==> config.mk <==
export PLATFORM = sky130hd
export DESIGN_NAME = warm_up_ctrl
export DESIGN_NICKNAME = d
export VERILOG_FILES = /design/src/rtl/warm_up_pkg.sv /design/src/rtl/warm_up_ctrl_tick.sv /design/src/rtl/warm_up_ctrl.sv
export SDC_FILE = /design/constraint.sdc
export NUM_CORES = 1
export LEC_CHECK = 0
export CORE_ASPECT_RATIO = 0.7
export CORE_MARGIN = 5
export CORE_UTILIZATION = 40
export CTS_CLUSTER_SIZE = 30
export DETAILED_ROUTE_END_ITERATION = 8
export GPL_TIMING_DRIVEN = 0
export PLACE_DENSITY_LB_ADDON = 0.05
export SLEW_MARGIN = 20
export SYNTH_ARGS = -nofsm -noshare
export SYNTH_HDL_FRONTEND = slang
export SYNTH_SLANG_ARGS = --single-unit
==> constraint.sdc <==
create_clock -name clk -period 2.9 [get_ports clk]
set_input_delay 0.725 -clock clk [delete_from_list [all_inputs] [get_ports clk]]
set_output_delay 0.725 -clock clk [all_outputs]
set_load 0.05 [all_outputs]
==> src/rtl/warm_up_pkg.sv <==
// Shared encodings for the heater warm-up controller: FSM states, fault codes
// and a counter-width helper.
package warm_up_pkg;

  typedef enum logic [2:0] {
    ST_IDLE  = 3'd0,
    ST_HEAT  = 3'd1,
    ST_HOLD  = 3'd2,
    ST_DONE  = 3'd3,
    ST_FAULT = 3'd4
  } state_t;

  typedef enum logic [1:0] {
    FC_NONE    = 2'b00,
    FC_TIMEOUT = 2'b01,
    FC_DOOR    = 2'b10
  } fault_code_t;

  // Bits needed to hold 0..max_count inclusive; always at least 1.
  function automatic int cnt_width(input int max_count);
    return (max_count < 1) ? 1 : $clog2(max_count + 1);
  endfunction

endpackage

==> src/rtl/warm_up_ctrl_tick.sv <==
// Free-running prescaler: counts 0..DIV-1 and pulses tick for the cycle in
// which the count sits at DIV-1.
module tick_gen #(
  parameter int DIV = 1000
) (
  input  logic clk,
  input  logic srst,
  output logic tick
);

  localparam int CNT_W = $clog2(DIV);
  localparam logic [CNT_W-1:0] CNT_LAST = CNT_W'(DIV - 1);

  logic [CNT_W-1:0] cnt_reg;
  logic [CNT_W-1:0] cnt_next;

  always_comb begin
    cnt_next = (cnt_reg == CNT_LAST) ? '0 : cnt_reg + 1'b1;
  end

  always_ff @(posedge clk) begin
    if (srst) begin
      cnt_reg <= '0;
    end else begin
      cnt_reg <= cnt_next;
    end
  end

  assign tick = (cnt_reg == CNT_LAST);

endmodule

==> src/rtl/warm_up_ctrl.sv <==
// Heater warm-up sequencer: heats to a captured setpoint, holds there with a
// hysteresis band for a fixed number of ticks, and flags timeout/door faults.
module warm_up_ctrl
  import warm_up_pkg::*;
#(
  parameter int TEMP_W       = 8,
  parameter int TICK_DIV     = 1000,
  parameter int HEAT_TIMEOUT = 600,
  parameter int HOLD_TICKS   = 120,
  parameter int HYST         = 2
) (
  input  logic              clk,
  input  logic              rst,
  input  logic              start,
  input  logic              abort,
  input  logic              door_open,
  input  logic [TEMP_W-1:0] temp_set,
  input  logic [TEMP_W-1:0] temp_meas,
  output logic              warm_en,
  output logic              busy,
  output logic              done,
  output logic              fault,
  output logic [1:0]        fault_code,
  output logic [2:0]        state_o
);

  localparam int HEAT_CNT_W = cnt_width(HEAT_TIMEOUT);
  localparam int HOLD_CNT_W = cnt_width(HOLD_TICKS);
  localparam logic [HEAT_CNT_W-1:0] HEAT_LAST = HEAT_CNT_W'(HEAT_TIMEOUT - 1);
  localparam logic [HOLD_CNT_W-1:0] HOLD_LAST = HOLD_CNT_W'(HOLD_TICKS - 1);
  localparam logic [TEMP_W-1:0]     HYST_V    = TEMP_W'(HYST);

  logic tick;

  state_t                state_reg,    state_next;
  fault_code_t           code_reg,     code_next;
  logic                  warm_en_reg,  warm_en_next;
  logic                  busy_reg,     done_reg,  fault_reg;
  logic [TEMP_W-1:0]     set_reg,      set_next;
  logic [HEAT_CNT_W-1:0] heat_cnt_reg, heat_cnt_next;
  logic [HOLD_CNT_W-1:0] hold_cnt_reg, hold_cnt_next;
  logic [TEMP_W-1:0]     hyst_low;

  tick_gen #(
    .DIV (TICK_DIV)
  ) u_tick (
    .clk  (clk),
    .srst (rst),
    .tick (tick)
  );

  // Lower edge of the hold band, clamped at zero for small setpoints.
  always_comb begin
    hyst_low = (set_reg > HYST_V) ? set_reg - HYST_V : '0;
  end

  // Counters default to zero so that any state change clears them.
  always_comb begin
    state_next    = state_reg;
    code_next     = code_reg;
    warm_en_next  = warm_en_reg;
    set_next      = set_reg;
    heat_cnt_next = '0;
    hold_cnt_next = '0;

    if (abort) begin
      state_next   = ST_IDLE;
      code_next    = FC_NONE;
      warm_en_next = 1'b0;
    end else begin
      case (state_reg)
        ST_IDLE, ST_DONE: begin
          warm_en_next = 1'b0;
          if (start) begin
            if (door_open) begin
              state_next = ST_FAULT;
              code_next  = FC_DOOR;
            end else begin
              state_next   = ST_HEAT;
              code_next    = FC_NONE;
              set_next     = temp_set;
              warm_en_next = 1'b1;
            end
          end
        end

        ST_HEAT: begin
          if (door_open) begin
            state_next   = ST_FAULT;
            code_next    = FC_DOOR;
            warm_en_next = 1'b0;
          end else if (tick && heat_cnt_reg == HEAT_LAST) begin
            state_next   = ST_FAULT;
            code_next    = FC_TIMEOUT;
            warm_en_next = 1'b0;
          end else if (temp_meas >= set_reg) begin
            state_next   = ST_HOLD;
            warm_en_next = 1'b0;
          end else begin
            warm_en_next  = 1'b1;
            heat_cnt_next = heat_cnt_reg + HEAT_CNT_W'(tick);
          end
        end

        ST_HOLD: begin
          if (door_open) begin
            state_next   = ST_FAULT;
            code_next    = FC_DOOR;
            warm_en_next = 1'b0;
          end else if (tick && hold_cnt_reg == HOLD_LAST) begin
            state_next   = ST_DONE;
            warm_en_next = 1'b0;
          end else begin
            hold_cnt_next = hold_cnt_reg + HOLD_CNT_W'(tick);
            if (temp_meas >= set_reg) begin
              warm_en_next = 1'b0;
            end else if (temp_meas < hyst_low) begin
              warm_en_next = 1'b1;
            end
          end
        end

        ST_FAULT: begin
          warm_en_next = 1'b0;
          if (start && !door_open) begin
            state_next   = ST_HEAT;
            code_next    = FC_NONE;
            set_next     = temp_set;
            warm_en_next = 1'b1;
          end
        end

        default: begin
          state_next   = ST_IDLE;
          code_next    = FC_NONE;
          warm_en_next = 1'b0;
        end
      endcase
    end
  end

  // Status flags are decoded from the next state so they land with it.
  always_ff @(posedge clk) begin
    if (rst) begin
      state_reg    <= ST_IDLE;
      code_reg     <= FC_NONE;
      warm_en_reg  <= 1'b0;
      busy_reg     <= 1'b0;
      done_reg     <= 1'b0;
      fault_reg    <= 1'b0;
      set_reg      <= '0;
      heat_cnt_reg <= '0;
      hold_cnt_reg <= '0;
    end else begin
      state_reg    <= state_next;
      code_reg     <= code_next;
      warm_en_reg  <= warm_en_next;
      busy_reg     <= (state_next == ST_HEAT) || (state_next == ST_HOLD);
      done_reg     <= (state_next == ST_DONE);
      fault_reg    <= (state_next == ST_FAULT);
      set_reg      <= set_next;
      heat_cnt_reg <= heat_cnt_next;
      hold_cnt_reg <= hold_cnt_next;
    end
  end

  assign warm_en    = warm_en_reg;
  assign busy       = busy_reg;
  assign done       = done_reg;
  assign fault      = fault_reg;
  assign fault_code = code_reg;
  assign state_o    = state_reg;

endmodule

**Word-level counts from Yosys, hierarchy flattened**

Cells that the tools add are included.

- Register bits after elaboration: 44
- Input port bits: 21
- Word-level logic and storage cells: 84

- Add/sub/neg operators: 4
- $lt $le $gt $ge: 3
- Eq/ne operators: 17
- Mux-type cells: 33
- Bitwise operators: 3
- Reduce and logical (&&, ||, !) cells: 14

Operators with widths:

| operator | number |
|---|---|
| $mux W8 | 4 |
| $mux W3 | 9 |
| $eq A10 B10 Y1 const B | 2 |
| $pmux W8 S2 | 1 |
| $eq A3 B2 Y1 const B | 4 |
| $mux W2 | 6 |
| $pmux W3 S4 | 1 |
| $add A10 B1 Y10 | 1 |
| $add A10 B1 Y10 const B | 1 |
| $mux W1 | 10 |
| $ge A8 B8 Y1 | 1 |
| $gt A8 B2 Y1 const B | 1 |
| $lt A8 B8 Y1 | 1 |
| $ne A2 B2 Y1 const B | 4 |
| $pmux W2 S4 | 1 |
| $sub A8 B2 Y8 const B | 1 |
| $add A7 B1 Y7 | 1 |
| $eq A7 B7 Y1 const B | 1 |
| $eq A3 B1 Y1 const B | 2 |
| $eq A3 B3 Y1 const B | 2 |
| $reduce_or A2 Y1 | 3 |
| $reduce_or A6 Y1 | 1 |
| $ne A5 B5 Y1 const B | 1 |
| $reduce_and A5 Y1 | 1 |
| other kinds (10) | 14 |

**Longest topological paths before layout**

- Word-level depth: 8
- Depth in mapped cells: 12

**Modules after synthesis**

Synthesis repeated with hierarchy kept, for this count alone.

- Cell total of the unflattened synthesis: 294
- Area total of the unflattened synthesis: 2443.6 um2

By module, submodules not included:

| module | times used | cells each | area an instance (um2) | seq. area each (um2) |
|---|---|---|---|---|
| warm_up_ctrl | 1 | 238 | 1953.1 | 680.7 |
| tick_gen | 1 | 56 | 490.5 | 200.2 |

**Worst setup path before layout**

No wires, ideal clock.

- Path kind: reg2reg
- Start: reg set_reg[3]
- End: reg warm_en_reg, in the netlist warm_en
- Library setup time: 0.074 ns
- Data arrival time: 2.296 ns
- Data required time: 2.826 ns
- Setup slack: 0.530 ns
- Cell stages (with the launch flop): 11
- Clock period less this slack: 2.370 ns
- Path through: dfxtp_1 > or4_1 > or3_1 > clkbuf_1 > nand2_1 > ha_1 > a21o_1 > a21o_1 > a21oi_1 > o21ai_1 > a31oi_1

- Cells in the longest elaborated chain, start to end: 5

RTL lines:

| element | RTL line | text |
|---|---|---|
| start: declaration | warm_up_ctrl.sv:39 | `logic [TEMP_W-1:0] set_reg, set_next;` |
| start signal: assignment | warm_up_ctrl.sv:161 | `set_reg <= set_next;` |
| branches (longest 5 deep; another with $sub A8 B2 Y8) | - |  |
| end signal: assignment | warm_up_ctrl.sv:157 | `warm_en_reg <= warm_en_next;` |
| end: declaration | warm_up_ctrl.sv:37 | `logic warm_en_reg, warm_en_next;` |

Parallel ways; which one is timed is not known.
A chain may end at the register's enable or synchronous reset.

**Worst setup path in the final report**

Same ends and word-level chain as after synthesis.

==> impl_metrics.toml <==
[setup_path]
startpoint_type = "flop"
crit_slowest_cell = "or4_1"
critical_path.max_stage_delay_ps = 580
required_ps = 3120
crit_type = "reg2reg"
end_kind = "flop"
r2r_setup_slack_ps = 270
path_cells = "or4_1 -> or3_1 -> clkbuf_1 -> nand2_1 -> ha_1 -> a21o_1 -> a21o_1 -> a21oi_1 -> o21ai_1 -> a31oi_1"
crit_path_frequent_cell = "a21o_1"
critPathMaxFanout = 6
critPathArrivalTime_ps = 2850

[placement]
place_hpwl_mm = 3.79
portBuffers = 29
gp_congestion = 0.822
dpl.cell_count = 392

[timing]
fmax_ghz = 0.380
finalClockSkew_ps = 8.41
hold_viol = 0
maxSlewHeadroom_pct = 43.0
finalSetupViolations = 0
fin_crit_sh_pct = 90.6
fin_crit_ps = 2630
rsz0062_at_grt = "false"
worst_slew_pin_slew_ps = 850
maxSlewViolCount = 0

[yosys]
yosys_most_used_dff = "dfxtp_1"
syn-num-nets = 330
postSynthCellCount = 288
synth_top_area_share_pct = 36.3
synth_seq_cells = 44
synth.area.top_cells = "dfxtp_1, ha_1, nor2_1, xnor2_1, mux2i_1"
ys_types = 46
seq_area_frac_synth_pct = 36.3
netlist_area_sq_um = 2430
async_flop_share_pct = 0
syn_area_per_cell_sq_um = 8.43
synth_edf_count = 0
synth_most_common_cell = "nor2_1"
yosys.area.top_type = "dfxtp_1"
yosysWarningCount = 0
ys_top_cells_by_count = "nor2_1, dfxtp_1, ha_1"

[clock_tree]
cts_setup_buffers = 0
clk-insertion-delay-late_ps = 290
clockBufferDepth = 2
h-tree-depth = 2
cts_tree = "built"
cts_made_buffers = 5
clockRootBuffer = "clkbuf_8"
ctsResizeCount = 0
hold_buffers = 0
cts_sinks = 44
clk_pin_slew_ps = 80

[floorplanning]
row_count = 23
die_x_um = 103
num_io_pins = 30
coreArea_sq_um = 5810
die_h_um = 75.2
start_util_pct = 41.8
dieArea_sq_um = 7750

[pwr]
p_per_area_nw_per_um2 = 432
power_frac_comb_pct = 14.0
p_clk_share_pct = 36.7
seq_power_share_pct = 49.4
switching_share_pct = 24.3
ir_drop_mv = 0.244
leakagePower_nw = 1.09
p_switching_mw = 0.306
internal_power_mw = 0.955

[layout]
area_delta_synth_final_pct = 20.4
final_cells = 400
regArea_sq_um = 881
fill_cells = 567
antenna_cells = 0
drive_gt1_share_pct = 4.00
utilization_pct = 50.3
fin_nets = 366
multi_input_area_sq_um = 1460

[worst_hold_path]
hold_path.class = "reg2reg"

[global_route]
grt-ovfl-total = 0
grt_use_total_pct = 13.4
grt_pass1_wl_mm = 8.25
grt_pass1_vias = 1827
antenna_found_initial = 0
grt_max_degree = 14

[detailed_routing]
first_pass_iters = 4
wirelength_mm = 4.86
drt-initial-drc-count = 53
num_vias = 1927
post_drt_wl_per_cell_um = 12.1
drt.antenna.violating_nets = 0
vias_per_cell = 4.82
drc = 0

[outcome]
status = "complete, no violations"

[run]
maxCapViolCount = 0
==> power by group through the flow <==
stage	Clock [mW]	Combinational [mW]	Sequential, mW
floorplan	0	0.106	0.644
CTS	0.474	0.179	0.623
detailed placement	0	0.177	0.637
global route	0.501	0.201	0.625
finish	0.463	0.176	0.623
global placement	0	0.176	0.637
==> placed cells by master (no fill, tap or decap), types with 3 or more instances in the layout <==
cell,netlist,layout
nor2b_1,4,4
inv_1,16,16
o21ai_0,6,6
dfxtp_1,44,44
a21o_1,3,3
a211o_1,3,3
clkbuf_1,7,8
nand2_1,17,17
a31oi_1,4,4
clkbuf_8,0,5
xnor2_1,13,13
a21oi_1,6,6
nor2_1,57,56
clkdlybuf4s50_1,0,29
xor2_1,11,11
nand2b_1,4,4
ha_1,21,21
nand3_1,16,16
mux2i_1,10,10
nor3_1,6,6
and3_1,4,4
==> cell type report <==
| type | count | area share [%] |
|---|---|---|
| sequential | 44 | 30.1 |
| tap | 75 | 3.21 |
| buffer | 8 | 1.07 |
| inverter | 16 | 2.05 |
| multi-input combinational | 220 | 49.9 |
| timing repair buffer | 29 | 9.93 |
| clock buffer | 6 | 2.48 |
| clock inverter | 2 | 1.20 |
==> logic make-up after synthesis <==
group | share of synthesized area, %
flops | 36.3
compound gates | 10.9
xor+xnor | 8.66
buf+inv | 3.76
simple gates | 25.5
mux | 4.12
fa+ha+maj | 10.8
==> per-layer routing <==
metal  global-route usage [%]  vias up  part of all wire [%]
met3                     3.98        5                   6.1
met5                        0        -                     0
li1                         -     1056                     -
met1                     20.4      830                    56
met2                     18.9       36                    37
met4                     2.16        0                  0.58
==> critical path: cells and delay by family, from the launching register on <==
family                   cells  cell delay (ps)
buffers and inverters        1              160
adder cells (fa/ha/maj)      1              230
flip-flops                   1              360
AO/OA/AOI/OAI                5              760
AND/OR/NAND/NOR              3             1050
==> per-stage QoR <==
stage	instance area (sq um)	power, mW	worst slack, ps	hold WS [ps]	setup TNS, ps
final	2920	1.26	271	466	0
after global placement	2810	0.812	9.84	431	0
after global routing	2920	1.33	1.35	508	0
after CTS	2920	1.28	228	468	0
after floorplan	2430	0.749	530	418	0
after detailed placement	2810	0.814	-20.9	447	-59.8
==> worst paths after layout <==
check,from,end,cells past startpoint
hold reg to reg,u_tick.cnt_reg[0]$_SDFF_PP0_,u_tick.cnt_reg[0]$_SDFF_PP0_,1
hold / removal,u_tick.cnt_reg[0]$_SDFF_PP0_,u_tick.cnt_reg[0]$_SDFF_PP0_,1
setup reg to reg,set_reg[3]$_SDFFE_PP0P_,warm_en$_SDFFE_PP0P_,10
setup / recovery,set_reg[3]$_SDFFE_PP0P_,warm_en$_SDFFE_PP0P_,10
(Power assumes the default switching activity.)
